<file path="src/rtl/serial_config_pkg.sv">
// serial_config_pkg: shared constants and FSM encoding for serial_config_rx
package serial_config_pkg;
  localparam int BYTE_W = 8;
  localparam int DEF_NREGS = 13;
  typedef logic [1:0] state_t;
  localparam state_t ST_IDLE = 2'd0;
  localparam state_t ST_SHIFT = 2'd1;
  localparam state_t ST_HOLD = 2'd2;
endpackage

</file>
<file path="src/rtl/serial_config_rx_sync_edge_det.sv">
// sync_edge_det: multi-stage synchroniser with rise detect, masked until the chain reflects the live pin
module sync_edge_det #(
  parameter int SYNC_STAGES = 2
) (
  input  logic clkin,
  input  logic rst,
  input  logic d,
  output logic q,
  output logic rise
);
  localparam int SW = $clog2(SYNC_STAGES + 2);
  logic [SYNC_STAGES-1:0] sync;
  logic hist;
  logic armed;
  logic [SW-1:0] settle;
  assign q = sync[SYNC_STAGES-1];
  // a level already present at reset must reach the history flop before edges count
  assign armed = settle == SW'(SYNC_STAGES + 1);
  assign rise = armed & q & ~hist;
  always_ff @(posedge clkin)
    if (rst) begin
      sync <= '0;
      hist <= 1'b0;
      settle <= '0;
    end else begin
      sync <= {sync[SYNC_STAGES-2:0], d};
      hist <= q;
      settle <= armed ? settle : settle + SW'(1);
    end
endmodule

</file>
<file path="src/rtl/serial_config_rx.sv">
// serial_config_rx: serial register-frame receiver; SERCFG_BITCOUNT_EN enables frame-length checking and cfg_err
module serial_config_rx
  import serial_config_pkg::*;
#(
  parameter int NREGS = DEF_NREGS,
  parameter int SYNC_STAGES = 2
) (
  input  logic clkin,
  input  logic rst,
  input  logic p_sck_inv,
  input  logic p_sda_inv,
  input  logic p_scapt_inv,
  input  logic p_reset_inv,
  output logic [BYTE_W*NREGS-1:0] cfg_regs,
  output logic cfg_valid,
  output logic [$clog2(BYTE_W*NREGS+1)-1:0] bit_count
`ifdef SERCFG_BITCOUNT_EN
  , output logic cfg_err
`endif
);
  localparam int W = BYTE_W * NREGS;
  localparam int CW = $clog2(W + 1);
  logic sck_rise, sck_unused_q;
  logic sda_q, sda_unused_rise;
  logic scapt_rise, scapt_unused_q;
  logic sreset_q, sreset_unused_rise;
  logic [W-1:0] sh, nsh;
  logic [CW-1:0] ncnt;
  logic hold, load;
  state_t st, nst;
  sync_edge_det #(.SYNC_STAGES(SYNC_STAGES)) u_sck (
    .clkin(clkin), .rst(rst), .d(~p_sck_inv), .q(sck_unused_q), .rise(sck_rise));
  sync_edge_det #(.SYNC_STAGES(SYNC_STAGES)) u_sda (
    .clkin(clkin), .rst(rst), .d(~p_sda_inv), .q(sda_q), .rise(sda_unused_rise));
  sync_edge_det #(.SYNC_STAGES(SYNC_STAGES)) u_scapt (
    .clkin(clkin), .rst(rst), .d(~p_scapt_inv), .q(scapt_unused_q), .rise(scapt_rise));
  sync_edge_det #(.SYNC_STAGES(SYNC_STAGES)) u_sreset (
    .clkin(clkin), .rst(rst), .d(~p_reset_inv), .q(sreset_q), .rise(sreset_unused_rise));
  // a coincident sck edge is folded in before the capture sees the register
  always_comb begin
    hold = sreset_q | (st == ST_HOLD);
    nsh = sck_rise ? {sh[W-2:0], sda_q} : sh;
    ncnt = (sck_rise && bit_count != '1) ? bit_count + CW'(1) : bit_count;
    nst = sreset_q ? ST_HOLD : (st == ST_HOLD || scapt_rise) ? ST_IDLE : sck_rise ? ST_SHIFT : st;
  end
`ifdef SERCFG_BITCOUNT_EN
  assign load = scapt_rise & (ncnt == CW'(W));
  always_ff @(posedge clkin)
    if (rst) cfg_err <= 1'b0;
    else if (~hold & scapt_rise & ~load) cfg_err <= 1'b1;
`else
  assign load = scapt_rise;
`endif
  always_ff @(posedge clkin)
    if (rst) begin
      st <= ST_IDLE;
      sh <= '0;
      bit_count <= '0;
      cfg_regs <= '0;
      cfg_valid <= 1'b0;
    end else begin
      st <= nst;
      cfg_valid <= ~hold & load;
      if (~hold & load) cfg_regs <= nsh;
      sh <= (hold | scapt_rise) ? '0 : nsh;
      bit_count <= (hold | scapt_rise) ? '0 : ncnt;
    end
endmodule

</file>
<file path="config.mk">
export PLATFORM = sky130hd
export DESIGN_NAME = serial_config_rx
export DESIGN_NICKNAME = d
export VERILOG_FILES = /design/src/rtl/serial_config_pkg.sv /design/src/rtl/serial_config_rx_sync_edge_det.sv /design/src/rtl/serial_config_rx.sv
export SDC_FILE = /design/constraint.sdc
export NUM_CORES = 1
export LEC_CHECK = 0
export ABC_CLOCK_PERIOD_IN_PS = 1700
export CORE_MARGIN = 2
export CORE_UTILIZATION = 49
export DETAILED_ROUTE_END_ITERATION = 16
export PLACE_DENSITY = 0.74
export SLEW_MARGIN = 20
export SYNTH_ARGS = -nofsm -noshare
export SYNTH_HDL_FRONTEND = slang
export SYNTH_SLANG_ARGS = --single-unit
</file>
<file path="constraint.sdc">
create_clock -name clkin -period 1.7 [get_ports clkin]
set_input_delay 0.17 -clock clkin [delete_from_list [all_inputs] [get_ports clkin]]
set_output_delay 0.17 -clock clkin [all_outputs]
set_load 0.02 [all_outputs]
</file>
# [Yosys cells after proc, flatten, opt, wreduce, memory -nomap -nowiden]
# Cells that the tools add are included.
[word_totals] romBits=0 ramBits=0 regBits=232 elab_cells=44 input_bits=6 latch_bits=0 memories=0
[classes] n_reduce_logical=5 shifts=0 n_mux=4 multipliers=0 add_sub_neg=3 order_cmp=0 n_div=0 bitwise_logic=14 eq_ne=4
[op_table] operator="$mux 104" count=1
[op_table] operator="$add 7x1->7 const B" count=1
[op_table] operator="$ne 7x7->1 const B" count=1
[op_table] operator="$not 1->1" count=7
[op_table] operator="$eq 2x2->1 const B" count=3
[op_table] operator="$mux 2" count=3
[op_table] operator="$and 1x1->1" count=5
[op_table] operator="$add 2x1->2 const B" count=2
[op_table] operator="$reduce_bool 3->1" count=1
[op_table] operator="$reduce_or 3->1" count=1
[op_table] operator="$or 1x1->1" count=2
[op_table] operator="$reduce_or 2->1" count=1
[op_table] operator="$logic_and 1x1->1" count=1
[op_table] operator="$logic_or 1x1->1" count=1

# [Logic depth before layout (Yosys ltp)]
[logic_depth] ltp_word=6 mapped_depth=8 mapped_depth_nobuf=4

# [Cells and area by module]
# A second synthesis with hierarchy kept.
[unflattened] cells_unflattened=920 area_unflattened_um2=9421.5
[by_module_without_submodules] module="serial_config_rx" cells_per_inst=860 n_inst=1 area_per_inst_um2=8760.9
[by_module_without_submodules] module="sync_edge_det" cells_per_inst=15 n_inst=4 area_per_inst_um2=165.2

# [Least setup slack after synthesis]
# Ideal clock, no wire load.
[synth_path] path_type="reg-to-reg" start="reg u_scapt.settle[0]" end="reg cfg_regs[10]" n_path_buf=4 required_ps=1619 path_stages_with_launch=9 t_arrival_ps=1587 period_less_slack_ps=1668 setup_slack_ps=32 cell_sequence="dfxtp_1 ha_1 and3b_1 buf_4 and3_1 buf_2 buf_6 buf_6 a211oi_2"
[synth_between] elab_chain_len=4
[synth_lines] item="start, declared" line_no="serial_config_rx_sync_edge_det.sv:15" rtl="logic [SW-1:0] settle;"
[synth_lines] item="start signal, assigned" line_no="serial_config_rx_sync_edge_det.sv:28" rtl="settle <= armed ? settle : settle + SW'(1);"
[synth_lines] item="$eq 2x2->1" line_no="serial_config_rx_sync_edge_det.sv:18" rtl="assign armed = settle == SW'(SYNC_STAGES + 1);"
[synth_lines] item="$and 1x1->1 (2 in series)" line_no="serial_config_rx_sync_edge_det.sv:19" rtl="assign rise = armed & q & ~hist;"
[synth_lines] item="$and 1x1->1" line_no="serial_config_rx.sv:64" rtl="if (~hold & load) cfg_regs <= nsh;"
[synth_lines] item="end signal, assigned" line_no="serial_config_rx.sv:64"
[synth_lines] item="end, declared" line_no="serial_config_rx.sv:14" rtl="output logic [BYTE_W*NREGS-1:0] cfg_regs,"
# No other way between the ends.
# A chain may end at the register's enable or synchronous reset.

# [Final worst setup path]
[layout_path] start="reg cfg_regs[101]" end="out cfg_regs[101]"
# No word-level cell between the ends.

==> results_dict.tcl <==
set metrics [dict create \
    initial_utilization 0.4957 \
    p_total_mw 11.81 \
    wl_met1_um 9382 \
    finalCriticalPeriod_ns 1.667 \
    crit_fanout 2 \
    grt_remaining_overflow 0 \
    io_pins 118 \
    ys.flop_type "dfxtp_1" \
    clk_latency_ns 0.50 \
    clk_path_buf_depth 3 \
    crit_path_max_incr_delay_ns 0.63 \
    cts_tree "yes" \
    cts_hold_buf 0 \
    rsz0062_at_grt "yes" \
    setup_violations 0 \
    grt_use_total 0.1965 \
    dpl_worst_slack_ns 0.03021 \
    crit_path_end_kind "output pin" \
    max_freq_ghz 0.5999 \
    power.density_mw_per_mm2 1042 \
    via_per_inst 5.675 \
    antenna_found_initial 0 \
    grt_pass1_vias 6268 \
    period_share 0.9805 \
    htreeDepth 1 \
    die_w_um 138.1 \
    status "finished, final reports clean" \
    worstSetupPathType "reg -> out" \
    worst_pin_slew_ns 0.4387 \
    drive_gt1_frac 0.2159 \
    yosysWarnings 0 \
    netlist_instances 795 \
    die_h_um 138.1 \
    peakVddDrop_v 0.0006466 \
    synth.avg_cell_area_um2 11.09 \
    cp_top_family "buffers and inverters" \
    rows 49 \
    coreArea_mm2 0.01778 \
    synth.most_common_cell "dfxtp_1" \
    async_flop_share 0 \
    synth_seq_area_share 0.5270 \
    hold_viol_final 0 \
    finalClockSkew_ns 0.009988 \
    clk_pin_slew_ns 0.06 \
    synthTopCellsByCount "dfxtp_1 (232), nor2_1 (115), mux2i_1 (110)" \
    dr_total_vias 6424 \
    synth_top_area_cell "dfxtp_1" \
    synth.area.top_cells "dfxtp_1 (53%), mux2i_1 (12%), a211oi_2 (11%)" \
    worstPathArrival_ns 1.50 \
    tns_ns 0 \
    synth_edf_count 0 \
    finalWirelength_um 20020 \
    drtAntennaViolNets 0 \
    crit_path_top_delay_cell "clkdlybuf4s50_1" \
    n_antenna_cell 0 \
    p_leak_nw 3.654 \
    cts_sinks 232 \
    cp_num_buf_inv 1 \
    cts_root_buf "clkbuf_16" \
    grt_pass1_wl_um 32220 \
    port_buffers 117 \
    maxCapViolCount 0 \
    hold_class "in -> reg" \
    gp_congestion 0.7430 \
    synthToLayoutAreaGrowth_pct 28.52 \
    final_util 0.6371 \
    fin_nets 895 \
    synth.top_cell.area_share 0.5270 \
    fillers 1396 \
    syn_area_mm2 0.008813 \
    drtIter0Drc 432 \
    wl_per_cell_um 17.69 \
    hpwl_um 11520 \
    crit_required_ns 1.53 \
    slew_headroom 0.7076 \
    ys_ff_latch 232 \
    grt_max_degree 66 \
    setup_slack_ns 0.03317 \
    die-area_mm2 0.01908 \
    wl_met2_um 9525 \
    route.met3.wl_um 873 \
    cts_buffers 24 \
    firstDrtPassIters 4 \
    start_kind "flop" \
    drcViolationCount 0 \
    yosysUniqueCellTypes 28 \
    syn_nets 804 \
    top_layer "met4" \
    drv_slew 0 \
    path_cells "clkdlybuf4s50_1" \
]
[state kept, by name, summed over array words and instances, names as in the netlist]
register        cells
cfg_regs          104
sh                104
bit_count           7
st                  2
u_scapt.settle      2
u_scapt.sync        2
u_sck.settle        2
u_sck.sync          2
u_sda.sync          2
u_sreset.sync       2
cfg_valid           1
u_scapt.hist        1
u_sck.hist          1
[final cells by class]
type / count / area [µm²] / share of cell area
tap: 229 / 286.5 / 0.02530
sequential: 232 / 4644 / 0.4100
clock inverter: 4 / 97.59 / 0.008616
inverter: 1 / 5.005 / 0.0004418
clock buffer: 39 / 778.2 / 0.06871
timing repair buffer: 148 / 1634 / 0.1443
multi-input combinational: 479 / 3881 / 0.3426
[power breakdown]
group / leakage (nW) / internal (mW) / total (mW) / switching [mW]
sequential: 1.87 / 5.51 / 5.55 / 0.0440
clock: 0.427 / 3.57 / 5.63 / 2.06
combinational: 1.36 / 0.245 / 0.623 / 0.378
total: 3.65 / 9.32 / 11.8 / 2.49
[what timing repair did]
action,in CTS,in global routing
gates resized for setup,8,46
endpoints found under the setup margin,8,63
gates cloned,0,3
setup buffers,0,1
[cells in the final DEF, fill, tap and decap left out, types with 4 or more instances in the layout]
cell,instances
a31oi_1,104
clkdlybuf4s50_1,103
a211oi_1,27
clkbuf_8,10
clkbuf_1,4
dlygate4sd2_1,8
mux2i_2,35
buf_4,13
mux2i_1,73
a21oi_1,4
dfxtp_1,232
nor2b_1,7
nand4_1,7
nand4b_1,4
clkbuf_16,27
a211oi_2,79
buf_12,15
dlymetal6s2s_1,5
nor2_1,115
[path summary, 6_finish.rpt]
check	start	endpoint	slack, ns	depth (start not counted)
worst max register to register	u_sck.settle[0]$_SDFFE_PP0P_	cfg_regs[29]$_SDFFE_PP0P_	0.06	5
worst max-delay path	cfg_regs[101]$_SDFFE_PP0P_	cfg_regs[101]	0.03	1
worst min register to register	u_scapt.sync[0]$_SDFF_PP0_	u_scapt.sync[1]$_SDFF_PP0_	0.44	1
worst min-delay path	rst	cfg_regs[79]$_SDFFE_PP0P_	0.03	2
[kinds of logic after synthesis]
| logic type | Yosys count | synth area share |
|---|---|---|
| AND/OR/NAND/NOR | 146 | 0.07254 |
| XOR/XNOR | 2 | 0.001988 |
| buffers and inverters | 85 | 0.05522 |
| adder cells (fa/ha/maj) | 3 | 0.004259 |
| multiplexers | 110 | 0.1249 |
| AO/OA/AOI/OAI | 217 | 0.2141 |
| flip-flops | 232 | 0.5270 |
[metrics by stage]
stage | instances | hold WS [ns] | area, µm²
6_report | 1132 | 0.03078 | 11330
5_1_grt | 1132 | 0.01956 | 11330
4_1_cts | 1128 | 0.01399 | 11090
3_5_place_dp | 1085 | 0.4256 | 10220
3_3_place_gp | 1085 | 0.4234 | 10220
2_1_floorplan | 795 | 0.2424 | 8813
[layer usage]
metal	vias up	GRT usage
li1	3116	-
met1	3152	0.2726
met2	134	0.3257
met3	22	0.03325
met4	0	0.04082
met5	-	0
No activity file was read; power rests on OpenSTA's default activity.
